`config.mk`:
```
export PLATFORM = sky130hd
export DESIGN_NAME = datamem_arbiter_flat
export DESIGN_NICKNAME = d
export VERILOG_FILES = /design/src/rtl/datamem_arbiter_if.sv /design/src/rtl/datamem_arbiter.sv /design/src/flat_wrapper.sv
export SDC_FILE = /design/constraint.sdc
export NUM_CORES = 1
export LEC_CHECK = 0
export CAP_MARGIN = 20
export CORE_MARGIN = 5
export CORE_UTILIZATION = 30
export DETAILED_ROUTE_END_ITERATION = 8
export PLACE_DENSITY = 0.91
export SLEW_MARGIN = 0
export SYNTH_ARGS = -nofsm -noshare
export SYNTH_HDL_FRONTEND = slang
export SYNTH_SLANG_ARGS = --single-unit
```
`constraint.sdc`:
```
create_clock -name clk -period 4.41 [get_ports clk]
set_input_delay 0.882 -clock clk [delete_from_list [all_inputs] [get_ports clk]]
set_output_delay 0.882 -clock clk [all_outputs]
set_load 0.02 [all_outputs]
```
`src/rtl/datamem_arbiter_if.sv`:
```
// Bundle of the two requester ports and the shared single-port memory command
// bus that the arbiter sits between.
interface datamem_arbiter_if #(
    parameter int AW = 8,
    parameter int DW = 8
);
    // Handshake: a requester raises req_x with we_x/addr_x/wdata_x/lock_x and
    // holds them stable until it samples gnt_x=1 on a rising clock edge; that
    // edge completes the command. A read returns on rvalid_x one cycle later.
    logic          req_a;
    logic          we_a;
    logic          lock_a;
    logic [AW-1:0] addr_a;
    logic [DW-1:0] wdata_a;
    logic          gnt_a;
    logic          rvalid_a;
    logic [DW-1:0] rdata_a;

    logic          req_b;
    logic          we_b;
    logic          lock_b;
    logic [AW-1:0] addr_b;
    logic [DW-1:0] wdata_b;
    logic          gnt_b;
    logic          rvalid_b;
    logic [DW-1:0] rdata_b;

    logic          mem_read;
    logic          mem_write;
    logic [AW-1:0] mem_addr;
    logic [DW-1:0] mem_wdata;
    logic [DW-1:0] mem_rdata;

    // Requesters plus the memory itself.
    modport master (
        output req_a, we_a, lock_a, addr_a, wdata_a,
        input  gnt_a, rvalid_a, rdata_a,
        output req_b, we_b, lock_b, addr_b, wdata_b,
        input  gnt_b, rvalid_b, rdata_b,
        input  mem_read, mem_write, mem_addr, mem_wdata,
        output mem_rdata
    );

    // The arbiter.
    modport slave (
        input  req_a, we_a, lock_a, addr_a, wdata_a,
        output gnt_a, rvalid_a, rdata_a,
        input  req_b, we_b, lock_b, addr_b, wdata_b,
        output gnt_b, rvalid_b, rdata_b,
        output mem_read, mem_write, mem_addr, mem_wdata,
        input  mem_rdata
    );
endinterface

```
`src/rtl/datamem_arbiter.sv`:
```
// Two-port round-robin arbiter for a single-port data memory, with optional
// locked bursts of up to BURST_MAX consecutive grants to one owner.
module datamem_arbiter #(
    parameter int AW        = 8,
    parameter int DW        = 8,
    parameter int BURST_MAX = 4
) (
    input  logic                 clk,
    input  logic                 rst,
    datamem_arbiter_if.slave     bus,
    output logic [1:0]           o_dbg_state,
    output logic                 o_dbg_ptr,
    output logic [3:0]           o_dbg_cnt
);

    typedef enum logic [1:0] {
        ST_IDLE   = 2'd0,
        ST_LOCK_A = 2'd1,
        ST_LOCK_B = 2'd2
    } state_t;

    localparam logic [3:0] LP_MAX = 4'(BURST_MAX);

    state_t     r_state;
    state_t     w_state_nxt;
    logic       r_ptr;        // 0 favours A, 1 favours B
    logic       w_ptr_nxt;
    logic [3:0] r_cnt;
    logic [3:0] w_cnt_nxt;
    logic [3:0] w_cnt_inc;
    logic       r_rvalid_a;
    logic       r_rvalid_b;
    logic       w_gnt_a;
    logic       w_gnt_b;

    assign w_cnt_inc = r_cnt + 4'd1;

    // Grant decode; reset overrides so nothing reaches the memory during rst.
    always_comb begin
        w_gnt_a = 1'b0;
        w_gnt_b = 1'b0;
        case (r_state)
            ST_IDLE: begin
                if (bus.req_a && bus.req_b) begin
                    w_gnt_a = ~r_ptr;
                    w_gnt_b = r_ptr;
                end else begin
                    w_gnt_a = bus.req_a;
                    w_gnt_b = bus.req_b;
                end
            end
            ST_LOCK_A: w_gnt_a = bus.req_a;
            ST_LOCK_B: w_gnt_b = bus.req_b;
            default: ;
        endcase
        if (rst) begin
            w_gnt_a = 1'b0;
            w_gnt_b = 1'b0;
        end
    end

    always_comb begin
        w_state_nxt = r_state;
        w_cnt_nxt   = r_cnt;
        w_ptr_nxt   = r_ptr;
        if (w_gnt_a) begin
            w_ptr_nxt = 1'b1;
        end else if (w_gnt_b) begin
            w_ptr_nxt = 1'b0;
        end
        case (r_state)
            ST_IDLE: begin
                w_cnt_nxt = 4'd0;
                if (w_gnt_a && bus.lock_a) begin
                    w_state_nxt = ST_LOCK_A;
                    w_cnt_nxt   = 4'd1;
                end else if (w_gnt_b && bus.lock_b) begin
                    w_state_nxt = ST_LOCK_B;
                    w_cnt_nxt   = 4'd1;
                end
            end
            ST_LOCK_A: begin
                // Owner dropped out, released the lock, or used up its burst.
                if (!w_gnt_a || !bus.lock_a || (w_cnt_inc == LP_MAX)) begin
                    w_state_nxt = ST_IDLE;
                    w_cnt_nxt   = 4'd0;
                end else begin
                    w_cnt_nxt = w_cnt_inc;
                end
            end
            ST_LOCK_B: begin
                if (!w_gnt_b || !bus.lock_b || (w_cnt_inc == LP_MAX)) begin
                    w_state_nxt = ST_IDLE;
                    w_cnt_nxt   = 4'd0;
                end else begin
                    w_cnt_nxt = w_cnt_inc;
                end
            end
            default: begin
                w_state_nxt = ST_IDLE;
                w_cnt_nxt   = 4'd0;
            end
        endcase
    end

    always_ff @(posedge clk or posedge rst) begin
        if (rst) begin
            r_state    <= ST_IDLE;
            r_ptr      <= 1'b0;
            r_cnt      <= 4'd0;
            r_rvalid_a <= 1'b0;
            r_rvalid_b <= 1'b0;
        end else begin
            r_state    <= w_state_nxt;
            r_ptr      <= w_ptr_nxt;
            r_cnt      <= w_cnt_nxt;
            r_rvalid_a <= w_gnt_a & ~bus.we_a;
            r_rvalid_b <= w_gnt_b & ~bus.we_b;
        end
    end

    assign bus.gnt_a     = w_gnt_a;
    assign bus.gnt_b     = w_gnt_b;
    assign bus.mem_read  = (w_gnt_a & ~bus.we_a) | (w_gnt_b & ~bus.we_b);
    assign bus.mem_write = (w_gnt_a & bus.we_a) | (w_gnt_b & bus.we_b);
    assign bus.mem_addr  = w_gnt_b ? bus.addr_b : bus.addr_a;
    assign bus.mem_wdata = w_gnt_b ? bus.wdata_b : bus.wdata_a;
    assign bus.rvalid_a  = r_rvalid_a;
    assign bus.rvalid_b  = r_rvalid_b;
    assign bus.rdata_a   = bus.mem_rdata;
    assign bus.rdata_b   = bus.mem_rdata;

    assign o_dbg_state = r_state;
    assign o_dbg_ptr   = r_ptr;
    assign o_dbg_cnt   = r_cnt;

    a_one_hot_gnt: assert property (@(posedge clk) disable iff (rst) !(w_gnt_a && w_gnt_b));
    a_one_hot_rvalid: assert property (@(posedge clk) disable iff (rst) !(r_rvalid_a && r_rvalid_b));

endmodule

```
`src/flat_wrapper.sv`:
```
// flat-port wrapper written by rule: the top's interface ports become plain ports
module datamem_arbiter_flat 
#(
    parameter int AW        = 8,
    parameter int DW        = 8,
    parameter int BURST_MAX = 4
)
  (clk, rst, o_dbg_state, o_dbg_ptr, o_dbg_cnt, bus_req_a, bus_we_a, bus_lock_a, bus_addr_a, bus_wdata_a, bus_gnt_a, bus_rvalid_a, bus_rdata_a, bus_req_b, bus_we_b, bus_lock_b, bus_addr_b, bus_wdata_b, bus_gnt_b, bus_rvalid_b, bus_rdata_b, bus_mem_read, bus_mem_write, bus_mem_addr, bus_mem_wdata, bus_mem_rdata);
  datamem_arbiter_if #(.AW(AW), .DW(DW)) bus_i ();
  input  logic clk;
  input  logic rst;
  output logic [1:0] o_dbg_state;
  output logic o_dbg_ptr;
  output logic [3:0] o_dbg_cnt;
  input wire logic [$bits(bus_i.req_a)-1:0] bus_req_a;
  input wire logic [$bits(bus_i.we_a)-1:0] bus_we_a;
  input wire logic [$bits(bus_i.lock_a)-1:0] bus_lock_a;
  input wire logic [$bits(bus_i.addr_a)-1:0] bus_addr_a;
  input wire logic [$bits(bus_i.wdata_a)-1:0] bus_wdata_a;
  output wire logic [$bits(bus_i.gnt_a)-1:0] bus_gnt_a;
  output wire logic [$bits(bus_i.rvalid_a)-1:0] bus_rvalid_a;
  output wire logic [$bits(bus_i.rdata_a)-1:0] bus_rdata_a;
  input wire logic [$bits(bus_i.req_b)-1:0] bus_req_b;
  input wire logic [$bits(bus_i.we_b)-1:0] bus_we_b;
  input wire logic [$bits(bus_i.lock_b)-1:0] bus_lock_b;
  input wire logic [$bits(bus_i.addr_b)-1:0] bus_addr_b;
  input wire logic [$bits(bus_i.wdata_b)-1:0] bus_wdata_b;
  output wire logic [$bits(bus_i.gnt_b)-1:0] bus_gnt_b;
  output wire logic [$bits(bus_i.rvalid_b)-1:0] bus_rvalid_b;
  output wire logic [$bits(bus_i.rdata_b)-1:0] bus_rdata_b;
  output wire logic [$bits(bus_i.mem_read)-1:0] bus_mem_read;
  output wire logic [$bits(bus_i.mem_write)-1:0] bus_mem_write;
  output wire logic [$bits(bus_i.mem_addr)-1:0] bus_mem_addr;
  output wire logic [$bits(bus_i.mem_wdata)-1:0] bus_mem_wdata;
  input wire logic [$bits(bus_i.mem_rdata)-1:0] bus_mem_rdata;
  assign bus_i.req_a = bus_req_a;
  assign bus_i.we_a = bus_we_a;
  assign bus_i.lock_a = bus_lock_a;
  assign bus_i.addr_a = bus_addr_a;
  assign bus_i.wdata_a = bus_wdata_a;
  assign bus_gnt_a = bus_i.gnt_a;
  assign bus_rvalid_a = bus_i.rvalid_a;
  assign bus_rdata_a = bus_i.rdata_a;
  assign bus_i.req_b = bus_req_b;
  assign bus_i.we_b = bus_we_b;
  assign bus_i.lock_b = bus_lock_b;
  assign bus_i.addr_b = bus_addr_b;
  assign bus_i.wdata_b = bus_wdata_b;
  assign bus_gnt_b = bus_i.gnt_b;
  assign bus_rvalid_b = bus_i.rvalid_b;
  assign bus_rdata_b = bus_i.rdata_b;
  assign bus_mem_read = bus_i.mem_read;
  assign bus_mem_write = bus_i.mem_write;
  assign bus_mem_addr = bus_i.mem_addr;
  assign bus_mem_wdata = bus_i.mem_wdata;
  assign bus_i.mem_rdata = bus_mem_rdata;
  datamem_arbiter #(.AW(AW), .DW(DW), .BURST_MAX(BURST_MAX)) u_core (.clk(clk), .rst(rst), .bus(bus_i), .o_dbg_state(o_dbg_state), .o_dbg_ptr(o_dbg_ptr), .o_dbg_cnt(o_dbg_cnt));
endmodule
```
==> After elaboration in Yosys (flattened, before gate mapping) <==
Index checks and enable logic that the tools add are counted.
W data, S select, Z words.
{ "classes": {"addsub": 1, "n_mul": 0, "div": 0, "magnitude_cmp": 0, "eq_ne": 6, "shift": 0, "mux": 20, "bitwise": 9, "n_reduce_logical": 14} }
{ "op_table": {"columns": ["operator", "count"], "rows": [
  ["$mux W8", 2],
  ["$mux W4", 3],
  ["$pmux W4 S3", 1],
  ["$mux W2", 4],
  ["$mux W1", 7],
  ["$pmux W2 S3", 1],
  ["$add A4 B1 Y4 const B", 1],
  ["$and A1 B1 Y1", 4],
  ["$eq A4 B3 Y1 const B", 1],
  ["$logic_not A1 Y1", 4],
  ["$logic_or A1 B1 Y1", 4],
  ["$ne A2 B1 Y1 const B", 2],
  ["$pmux W1 S2", 2],
  ["$logic_and A1 B1 Y1", 3],
  ["$ne A3 B1 Y1 const B", 1],
  ["$not A1 Y1", 3],
  ["$reduce_and A3 Y1", 1],
  ["$eq A2 B1 Y1 const B", 1],
  ["$eq A2 B2 Y1 const B", 1],
  ["$logic_not A2 Y1", 1],
  ["$or A1 B1 Y1", 2],
  ["$reduce_bool A2 Y1", 1]
]} }
{ "totals": {"register_bits": 9, "latch_bits": 0, "ramBits": 0, "mem_bits_ro": 0, "input_bits": 48, "output_inout_bits": 45, "word_cells": 55, "memories": 0} }

==> Logic depth before layout (Yosys ltp) <==
Gate-level depths: netlist (run 1).
{ "depth": {"word_depth": 9, "depth_mapped": 5, "depth_no_buf": 4} }

==> Worst setup path before layout (run 1) <==
OpenSTA, ideal clock, no wires.
{ "synth_path": {"path_kind": "input-to-output", "start": "input rst", "end": "output bus_mem_read", "arrival_time_ns": 1.816, "path_slack_ns": 1.712, "path_stages": 4, "cell_sequence": "nor3b_4 -> o21ai_4 -> buf_6 -> o22ai_1"} }
{ "synth_between": {"elab_chain_len": 3, "word_cells_on_any_way": 5, "cone_classes": "mux (2); bitwise (3)"} }
{ "synth_rtl": {"columns": ["item", "line", "text"], "rows": [
  ["start, declared", "flat_wrapper.sv:11", "input logic rst;"],
  ["$mux W1", "datamem_arbiter.sv:56", "if (rst) begin"],
  ["$and A1 B1 Y1", "datamem_arbiter.sv:124", "assign bus.mem_read = (w_gnt_a & ~bus.we_a) | (w_gnt_b & ~bus.we_b);"],
  ["$or A1 B1 Y1 (*)", "datamem_arbiter.sv:124", null],
  ["end, declared", "flat_wrapper.sv:31", "output wire logic [$bits(bus_i.mem_read)-1:0] bus_mem_read;"]
]} }
Mark *: on every way between the ends. The rest lies on a longest branch, timed or not.

==> Worst setup path after layout (run 1) <==
{ "layout_path": {"start": "input bus_req_a", "end": "output bus_mem_wdata[1]"} }
{ "layout_between": {"elab_chain_len": 5} }
{ "layout_rtl": {"columns": ["item", "line", "text"], "rows": [
  ["start, declared", "flat_wrapper.sv:15", "input wire logic [$bits(bus_i.req_a)-1:0] bus_req_a;"],
  ["$logic_and A1 B1 Y1", "datamem_arbiter.sv:44", "if (bus.req_a && bus.req_b) begin"],
  ["$mux W1", "datamem_arbiter.sv:44", null],
  ["$pmux W1 S2", "datamem_arbiter.sv:42", "case (r_state)"],
  ["$mux W1", "datamem_arbiter.sv:56", null],
  ["$mux W8", "datamem_arbiter.sv:127", "assign bus.mem_wdata = w_gnt_b ? bus.wdata_b : bus.wdata_a;"],
  ["end, declared", "flat_wrapper.sv:34", "output wire logic [$bits(bus_i.mem_wdata)-1:0] bus_mem_wdata;"]
]} }
No other way between the ends.

==> metrics.yaml, run 1 <==
status:
  status: "finished, final reports clean"
floorplan:
  initial_core_util: 0.309
  coreArea_sq_mm: 0.00273
  dieArea_sq_mm: 0.00398
  core.rowCount: 19
  die_w_um: 63.1
  pin_count: 93
  die_y_um: 63.1
finish:
  fin_area_sq_mm: 0.00146
  n_fill_cell: 245
  nNetsFinal: 186
  register_area_sq_um: 225
  diodes: 0
  multi_input_area_sq_um: 465
  stdcell_count: 166
  final_core_util: 0.534
  area_delta_synth_final_pct: 72.7
  drive_above_1_share: 0.170
timing:
  slew_headroom: 0.553
  setup_viol: 0
  post-route-min-period_ns: 3.87
  hold_ws_ns: 0.594
  fin_worst_skew_ns: 0.00313
  max_freq_ghz: 0.258
  finalMaxSlewViolations: 0
  rsz0062_at_grt: "false"
  finalWorstSetupSlack_ns: 0.536
  finalHoldViolCount: 0
  fin_tns_setup_ns: 0
  finalCritPeriodShare: 0.878
  worst_pin_slew_ns: 0.669
setup_path:
  cp_common_cell: "clkdlybuf4s50_1"
  path_cells: "clkdlybuf4s50_1, nand2b_4, o21ai_4, mux2_2, clkdlybuf4s50_1"
  worstSetupStartpointType: "input pin"
  slowest_stage: "clkdlybuf4s50_1"
  cp_max_fo: 19
  worstPathArrival_ns: 2.99
  rrSetupSlack_ns: 2.68
  crit_type: "input pin to primary output"
  cp_num_buf_inv: 2
  r2r-start: "u_core.o_dbg_cnt[0]"
  max_stage_delay_ns: 0.54
  crit_family: "buffers and inverters"
  path_depth: 5
  rr_worst_depth: 4
  required_ns: 3.53
  critPathCaptureType: "primary output"
  reg2reg_to: "u_core.o_dbg_cnt[2]"
place:
  portBuffers: 68
  placed_cells: 162
  dp_hpwl_mm: 2.39
  finalWeightedCongestion: 0.837
  postPlaceCellArea_sq_mm: 0.00143
  dp_slack_ns: 0.524
pwr:
  p_sw_mw: 0.0907
  clock_power_share: 0.215
  p_leak_nw: 0.617
  power_frac_comb: 0.472
  p_total_mw: 0.296
  switching_share: 0.306
  power_density_mw_per_mm2: 203
  seqPwrFrac: 0.313
  peakVddDrop_v: 0.000158
  p_int_mw: 0.205
route:
  vias: 805
  viasPerCell: 4.85
  drt_iter0_drc: 23
  wl_mm: 2.81
  first_pass_iters: 4
  wl_per_cell_um: 16.9
  drc_errors: 0
  postRouteAntennaNets: 0
global_routing:
  antenna_found_initial: 0
  grt_pass1_vias: 869
  grt_max_degree: 20
  grt_pass1_wl_mm: 4.41
  grt_overflow_total: 0
  grtUsageTotal: 0.136
clock_network:
  cts_tree: "built"
  post_cts_buffers: 0
  cts_made_buffers: 3
  cts_resized: 0
  holdBufCountCts: 0
  cts-root-buf: "clkbuf_4"
  path_clk_slew_ns: 0.06
  cts_buffer_depth: 2
  clk_latency_ns: 0.26
  cts_sinks: 9
  h-tree-depth: 1
logic_synthesis:
  netlist.area_leader.share: 0.267
  synth-seq-cells: 9
  avgSynthCellArea_sq_um: 10.6
  ys_seq_area_frac: 0.267
  yosys.area.top_type: "dfrtp_1"
  syn_area_sq_um: 845
  yosys_warnings: 0
  synthTopCellsByArea: "dfrtp_1 (27%), buf_4 (14%), mux2_4 (12%), mux2_2 (12%), ha_1 (3.0%)"
  synth_cells: 80
  synth_fp_nets: 130
  synthDistinctLibCells: 31
run:
  maxCapViolCount: 0
min_path:
  holdPathStages: 1
  hold_path_end: "u_core.o_dbg_state[1]"
  min_path_type: "register to register"
  hp-start: "u_core.o_dbg_state[1]"
kinds of logic (layout without fill, tap and decap cells):
family	count (synthesis)	after routing	synth area share
fa+ha+maj	2	2	0.0296
simple gates	14	14	0.121
compound gates	14	14	0.135
buf+inv	23	78	0.182
xor+xnor	2	2	0.0207
mux	16	16	0.244
flops	9	9	0.267
registers in the layout, indices dropped and copies added, names as in the netlist:
name and cells:
u_core.o_dbg_cnt 4, u_core.o_dbg_state 2, u_core.bus.rvalid_a 1, u_core.bus.rvalid_b 1
u_core.o_dbg_ptr 1
per-layer routing:
layer,part of all wire,global-route usage
met4,0.0046,0.0212
met1,0.41,0.158
met2,0.51,0.237
met3,0.081,0.0551
met5,0,0
cell type report:
cell class / instances / area share
Clock buffer: 4 / 0.0180
Inverter: 6 / 0.0154
Multi-Input combinational cell: 48 / 0.319
Sequential cell: 9 / 0.154
Tap cell: 31 / 0.0266
Timing Repair Buffer: 68 / 0.467
cell usage in the layout (no fill, tap or decap), types with 2 or more instances in the layout:
cell / instances
mux2_2: 9
mux2_4: 7
clkbuf_4: 3
ha_1: 2
nand3b_1: 2
dfrtp_1: 9
nor2_1: 4
a31oi_1: 3
clkdlybuf4s50_1: 68
nand2b_1: 2
inv_1: 5
worst max-delay path by stage:
stage / startpoint / slack, ns / to
floorplan: rst / 1.71 / bus_mem_read
CTS: bus_req_a / 0.52 / bus_mem_wdata[1]
global route: bus_req_a / 0.45 / bus_mem_wdata[1]
global placement: bus_req_a / 0.57 / bus_mem_wdata[5]
detailed placement: bus_req_a / 0.52 / bus_mem_wdata[1]
finish: bus_req_a / 0.54 / bus_mem_wdata[1]
worst reg2reg max path, cell delays in order, from the launching register on:
cell and delay, ns:
dfrtp_1 0.44, ha_1 0.26, nand2b_1 0.18, o32ai_1 0.51, a221oi_1 0.17
power groups by stage:
stage / Sequential [mW] / Combinational (mW) / Clock, mW
2_1_floorplan: 0.0981 / 0.0795 / 0
3_3_place_gp: 0.0937 / 0.139 / 0
3_5_place_dp: 0.0939 / 0.141 / 0
4_1_cts: 0.0926 / 0.141 / 0.0649
5_1_grt: 0.0934 / 0.147 / 0.0710
6_report: 0.0927 / 0.140 / 0.0637
cell usage after synthesis (all sizes together):
library cell,count
o2bb2a,1
nand3,1
and3b,1
nand2b,3
o21ai,2
o22ai,1
xor2,1
nand2,1
a32oi,1
o32ai,1
a22o,1
a211oi,1
mux2,16
ha,2
nand3b,2
nor4bb,1
nor2,4
nor3b,1
a21boi,1
a31oi,3
a221oi,1
dfrtp,9
inv,6
o211ai,1
buf,17
xnor2,1
Note: power is estimated with default switching activity, not from simulation.
==> inputs of run 2 (changes only) <==
--- a/config.mk
+++ b/config.mk
@@ -5,11 +5,12 @@
 export SDC_FILE = /design/constraint.sdc
 export NUM_CORES = 1
 export LEC_CHECK = 0
-export CAP_MARGIN = 20
+export CAP_MARGIN = 30
 export CORE_MARGIN = 5
 export CORE_UTILIZATION = 30
 export DETAILED_ROUTE_END_ITERATION = 8
-export PLACE_DENSITY = 0.91
+export PLACE_DENSITY = 0.89
+export SKIP_LAST_GASP = 1
 export SLEW_MARGIN = 0
 export SYNTH_ARGS = -nofsm -noshare
 export SYNTH_HDL_FRONTEND = slang
==> run 2 against run 1 <==
Die area did not move. Core utilization unchanged. Fmax about the same. Via count is 1.4% lower. Clock skew grew 0.0049 ns. Register-to-register slack gained 0.02 ns. Non-clock buffer count stayed put. Routed wire length shrank 8.3%. Count of clock-buffer cells in the layout unchanged. Critical path type unchanged. Largest cell class unchanged. Largest power group unchanged. Highest routed layer unchanged.
==> metrics.yaml, run 2 (synthesis results as in run 1) <==
timing:
  post-route-min-period_ns: 3.87
  rsz0062_at_grt: "false"
  finalMaxSlewViolations: 0
  max_freq_ghz: 0.258
  finalHoldViolCount: 0
  setup_viol: 0
  fin_worst_skew_ns: 0.00805
  fin_tns_setup_ns: 0
  worst_pin_slew_ns: 0.679
  finalCritPeriodShare: 0.878
  slew_headroom: 0.546
setup_path:
  path_cells: "clkdlybuf4s50_1, nand2b_4, o21ai_4, mux2_2, clkdlybuf4s50_1"
  crit_family: "buffers and inverters"
  cp_num_buf_inv: 2
  cp_max_fo: 19
  rr_worst_depth: 4
  rrSetupSlack_ns: 2.70
  cp_common_cell: "clkdlybuf4s50_1"
  slowest_stage: "clkdlybuf4s50_1"
  crit_type: "input pin to primary output"
  required_ns: 3.53
  max_stage_delay_ns: 0.56
  worstPathArrival_ns: 2.99
  r2r-start: "u_core.o_dbg_cnt[0]"
  reg2reg_to: "u_core.o_dbg_cnt[1]"
  worstSetupStartpointType: "input pin"
  critPathCaptureType: "primary output"
clock_network:
  path_clk_slew_ns: 0.07
  clk_latency_ns: 0.26
  post_cts_buffers: 0
  cts_buffer_depth: 2
  h-tree-depth: 1
  cts_resized: 0
  cts-root-buf: "clkbuf_4"
  cts_tree: "built"
  cts_sinks: 9
  holdBufCountCts: 0
  cts_made_buffers: 3
global_routing:
  grt_pass1_wl_mm: 4.18
  grtUsageTotal: 0.129
  gr-usage-met1: 0.162
  use_met2: 0.210
  antenna_found_initial: 0
  grt_max_degree: 20
  grt_busiest_layer: "met2"
  grt_util_met3: 0.0497
  grt_overflow_total: 0
  grt_pass1_vias: 821
floorplan:
  dieArea_sq_mm: 0.00398
  die_y_um: 63.1
  coreArea_sq_mm: 0.00273
  initial_core_util: 0.309
  die_w_um: 63.1
  core.rowCount: 19
  pin_count: 93
finish:
  drive_above_1_share: 0.170
  final_cell_mix: "clkdlybuf4s50_1 (68), mux2_2 (9), dfrtp_1 (9)"
  layout_commonest_cell: "clkdlybuf4s50_1"
  area_delta_synth_final_pct: 72.7
  final_core_util: 0.534
  nNetsFinal: 186
  largest_reg_flops: 4
  fin_area_sq_mm: 0.00146
  diodes: 0
  stdcell_count: 166
place:
  postPlaceCellArea_sq_mm: 0.00143
  placed_cells: 162
  dp_hpwl_mm: 2.19
  portBuffers: 68
  finalWeightedCongestion: 0.832
pwr:
  clock_power_share: 0.217
  power_frac_comb: 0.470
  seqPwrFrac: 0.313
  switching_share: 0.305
  p_leak_nw: 0.617
  peakVddDrop_v: 0.000139
  power_density_mw_per_mm2: 202
  p_int_mw: 0.205
  p_sw_mw: 0.0902
run:
  maxCapViolCount: 0
min_path:
  holdPathStages: 1
  hp-start: "u_core.o_dbg_state[1]"
  min_path_type: "register to register"
  hold_path_end: "u_core.o_dbg_state[1]"
route:
  postRouteAntennaNets: 0
  wl_mm: 2.57
  viasPerCell: 4.78
  wl_per_cell_um: 15.5
  drc_errors: 0
  first_pass_iters: 2
  drt_iter0_drc: 21
  vias: 794
status:
  status: "finished, final reports clean"
[run 2: routing by layer]
layer,up-vias,routed length (um)
li1,381,-
met1,365,1060
met2,44,1250
met3,4,238
met4,0,23
met5,-,0
[run 2: power groups by stage]
| stage | logic [mW] | registers (mW) | clock network (mW) |
|---|---|---|---|
| final | 0.139 | 0.0924 | 0.0641 |
| after global routing | 0.147 | 0.0934 | 0.0717 |
| after CTS | 0.140 | 0.0925 | 0.0643 |
| after detailed placement | 0.140 | 0.0937 | 0 |
| after global placement | 0.138 | 0.0938 | 0 |
| after floorplan | 0.0795 | 0.0981 | 0 |
[run 2: area by class of cell]
cell class,count,area (sq um)
repair buffers,68,681
clock buffers,4,26.3
inverters,6,22.5
well taps,31,38.8
fillers,248,1270
multi-input cells,48,465
flip-flops and latches,9,225
[run 2: worst max-delay path by stage]
stage | depth (start not counted) | to | from | slack [ns]
global placement | 5 | bus_mem_wdata[2] | bus_req_a | 0.57
detailed placement | 5 | bus_mem_wdata[0] | bus_req_a | 0.52
finish | 5 | bus_mem_wdata[0] | bus_req_a | 0.54
CTS | 5 | bus_mem_wdata[0] | bus_req_a | 0.52
global route | 5 | bus_mem_wdata[4] | bus_req_a | 0.45
floorplan | 4 | bus_mem_read | rst | 1.71
[run 2: through the flow]
stage                     setup WS, ns  hold slack [ns]  power, mW
final                            0.538            0.582      0.295
after global routing             0.448            0.646      0.312
after CTS                        0.524            0.585      0.297
after detailed placement         0.523            0.571      0.234
after global placement           0.572            0.559      0.232
after floorplan                   1.71            0.644      0.178
[run 2: worst reg2reg max path, delay by kind of cell, from the launching register on]
family,cells,cell delay (ns)
DFF,1,0.43
and+or+nand+nor,1,0.18
AOI/OAI and AO/OA,2,0.69
adders and majority gates,1,0.26
==> inputs of run 3 (changes only) <==
--- a/config.mk
+++ b/config.mk
@@ -9,6 +9,7 @@
 export CORE_MARGIN = 5
 export CORE_UTILIZATION = 30
 export DETAILED_ROUTE_END_ITERATION = 8
+export HOLD_SLACK_MARGIN = 0.06
 export PLACE_DENSITY = 0.89
 export SKIP_LAST_GASP = 1
 export SLEW_MARGIN = 0
==> constraint.sdc (replaced) <==
create_clock -name clk -period 4.77 [get_ports clk]
set_input_delay 0.954 -clock clk [delete_from_list [all_inputs] [get_ports clk]]
set_output_delay 0.954 -clock clk [all_outputs]
set_load 0.02 [all_outputs]
==> run 3 against run 2 <==
Non-clock buffer count is the same. Via count grew 0.25%. Clock power shrank 8.4%. Count of clock-buffer cells in the layout is the same. Core utilization is the same. Critical endpoint is now bus_mem_wdata[2]. Register-to-register slack gained 0.36 ns. Final area is the same. Routed wire length grew 1.2%. Critical path type unchanged. Global-route usage grew 0.30 points.
==> metrics.yaml, run 3 (synthesis results as in run 1) <==
clock_network:
  cts_tree: "built"
  h-tree-depth: 1
  cts-root-buf: "clkbuf_4"
  holdBufCountCts: 0
  cts_sinks: 9
  post_cts_buffers: 0
  cts_resized: 0
  cts_made_buffers: 3
  clk_latency_ns: 0.26
  cts_buffer_depth: 2
  path_clk_slew_ns: 0.06
route:
  wl_per_cell_um: 15.7
  wl_met3_um: 261
  m1WireLength_mm: 1.08
  met2WireLength_mm: 1.23
  vias: 796
  wl_mm: 2.60
  postRouteAntennaNets: 0
  maxUsedRoutingLayer: "met4"
  first_pass_iters: 4
  drc_errors: 0
  drt_iter0_drc: 16
  viasPerCell: 4.80
floorplan:
  initial_core_util: 0.309
  pin_count: 93
  dieArea_sq_mm: 0.00398
  coreArea_sq_mm: 0.00273
  die_w_um: 63.1
  die_y_um: 63.1
  core.rowCount: 19
timing:
  finalHoldViolCount: 0
  finalCritPeriodShare: 0.844
  rsz0062_at_grt: "false"
  hold_ws_ns: 0.590
  worst_pin_slew_ns: 0.691
  post-route-min-period_ns: 4.03
  finalMaxSlewViolations: 0
  fin_worst_skew_ns: 0.00774
  setup_viol: 0
  slew_headroom: 0.537
  fin_tns_setup_ns: 0
  max_freq_ghz: 0.248
global_routing:
  grt_overflow_total: 0
  grt_pass1_vias: 804
  grt_pass1_wl_mm: 4.22
  grt_max_degree: 20
  antenna_found_initial: 0
  grtUsageTotal: 0.131
setup_path:
  critPathCaptureType: "primary output"
  r2r-start: "u_core.o_dbg_cnt[0]"
  path_cells: "clkdlybuf4s50_1, nand2b_4, o21ai_4, mux2_2, clkdlybuf4s50_1"
  worstPathArrival_ns: 3.07
  rr_worst_depth: 4
  cp_max_fo: 19
  crit_type: "input pin to primary output"
  required_ns: 3.82
  cp_num_buf_inv: 2
  slowest_stage: "o21ai_4"
  crit_family: "buffers and inverters"
  rrSetupSlack_ns: 3.06
  max_stage_delay_ns: 0.55
  reg2reg_to: "u_core.o_dbg_cnt[2]"
  cp_common_cell: "clkdlybuf4s50_1"
  worstSetupStartpointType: "input pin"
place:
  dp_hpwl_mm: 2.21
  portBuffers: 68
  finalWeightedCongestion: 0.832
  placed_cells: 162
finish:
  area_delta_synth_final_pct: 72.7
  largest_reg_flops: 4
  layout_commonest_cell: "clkdlybuf4s50_1"
  final_cell_mix: "clkdlybuf4s50_1 (68), mux2_2 (9), dfrtp_1 (9)"
  nNetsFinal: 186
  drive_above_1_share: 0.170
  diodes: 0
  stdcell_count: 166
pwr:
  power_density_mw_per_mm2: 187
  switching_share: 0.304
  seqPwrFrac: 0.314
  p_int_mw: 0.190
  p_sw_mw: 0.0829
  peakVddDrop_v: 0.000116
  clock_power_share: 0.215
  p_total_mw: 0.273
  power_frac_comb: 0.471
  p_leak_nw: 0.617
run:
  maxCapViolCount: 0
min_path:
  holdPathStages: 1
  min_path_type: "register to register"
  hp-start: "u_core.o_dbg_state[1]"
  hold_path_end: "u_core.o_dbg_state[1]"
status:
  status: "finished, final reports clean"
==> run 3: cell counts in the layout (fill, tap and decap cells not counted) <==
Identical to the previous run, type by type.
==> run 3: final cells by class <==
class | count | area [sq um]
fillers | 246 | 1270
clock buffers | 4 | 26.3
repair buffers | 68 | 681
well taps | 31 | 38.8
multi-input cells | 48 | 465
flip-flops and latches | 9 | 225
inverters | 6 | 22.5
==> run 3: worst max-delay path by stage <==
stage	start	endpoint	slack (ns)	cells after the start
after floorplan	rst	bus_mem_read	1.93	4
after global placement	bus_req_a	bus_mem_wdata[2]	0.79	5
after detailed placement	bus_req_a	bus_mem_wdata[0]	0.74	5
after CTS	bus_req_a	bus_mem_wdata[0]	0.73	5
after global routing	bus_req_a	bus_mem_wdata[0]	0.67	5
final	bus_req_a	bus_mem_wdata[2]	0.74	5
==> run 3: worst reg2reg max path, stage by stage (launching register included) <==
cell and delay (ns):
dfrtp_1 0.43, ha_1 0.27, nand2b_1 0.18, o32ai_1 0.52, a221oi_1 0.16
==> run 3: per-layer routing <==
metal,up-vias,GRT usage
met2,51,0.208
li1,381,-
met3,4,0.0586
met5,-,0
met1,360,0.164
met4,0,0.0292
==> run 3: per-stage QoR <==
stage / instance area [sq um] / worst slack, ns / util
6_report: 1460 / 0.744 / 0.534
3_5_place_dp: 1430 / 0.737 / 0.524
3_3_place_gp: 1430 / 0.788 / 0.524
5_1_grt: 1460 / 0.667 / 0.534
4_1_cts: 1460 / 0.733 / 0.534
2_1_floorplan: 845 / 1.93 / -
==> run 3: power by group through the flow <==
stage	combinational, mW	clock (mW)	sequential (mW)
finish	0.128	0.0587	0.0855
global route	0.136	0.0662	0.0865
CTS	0.130	0.0605	0.0855
detailed placement	0.129	0	0.0867
global placement	0.128	0	0.0867
floorplan	0.0735	0	0.0907
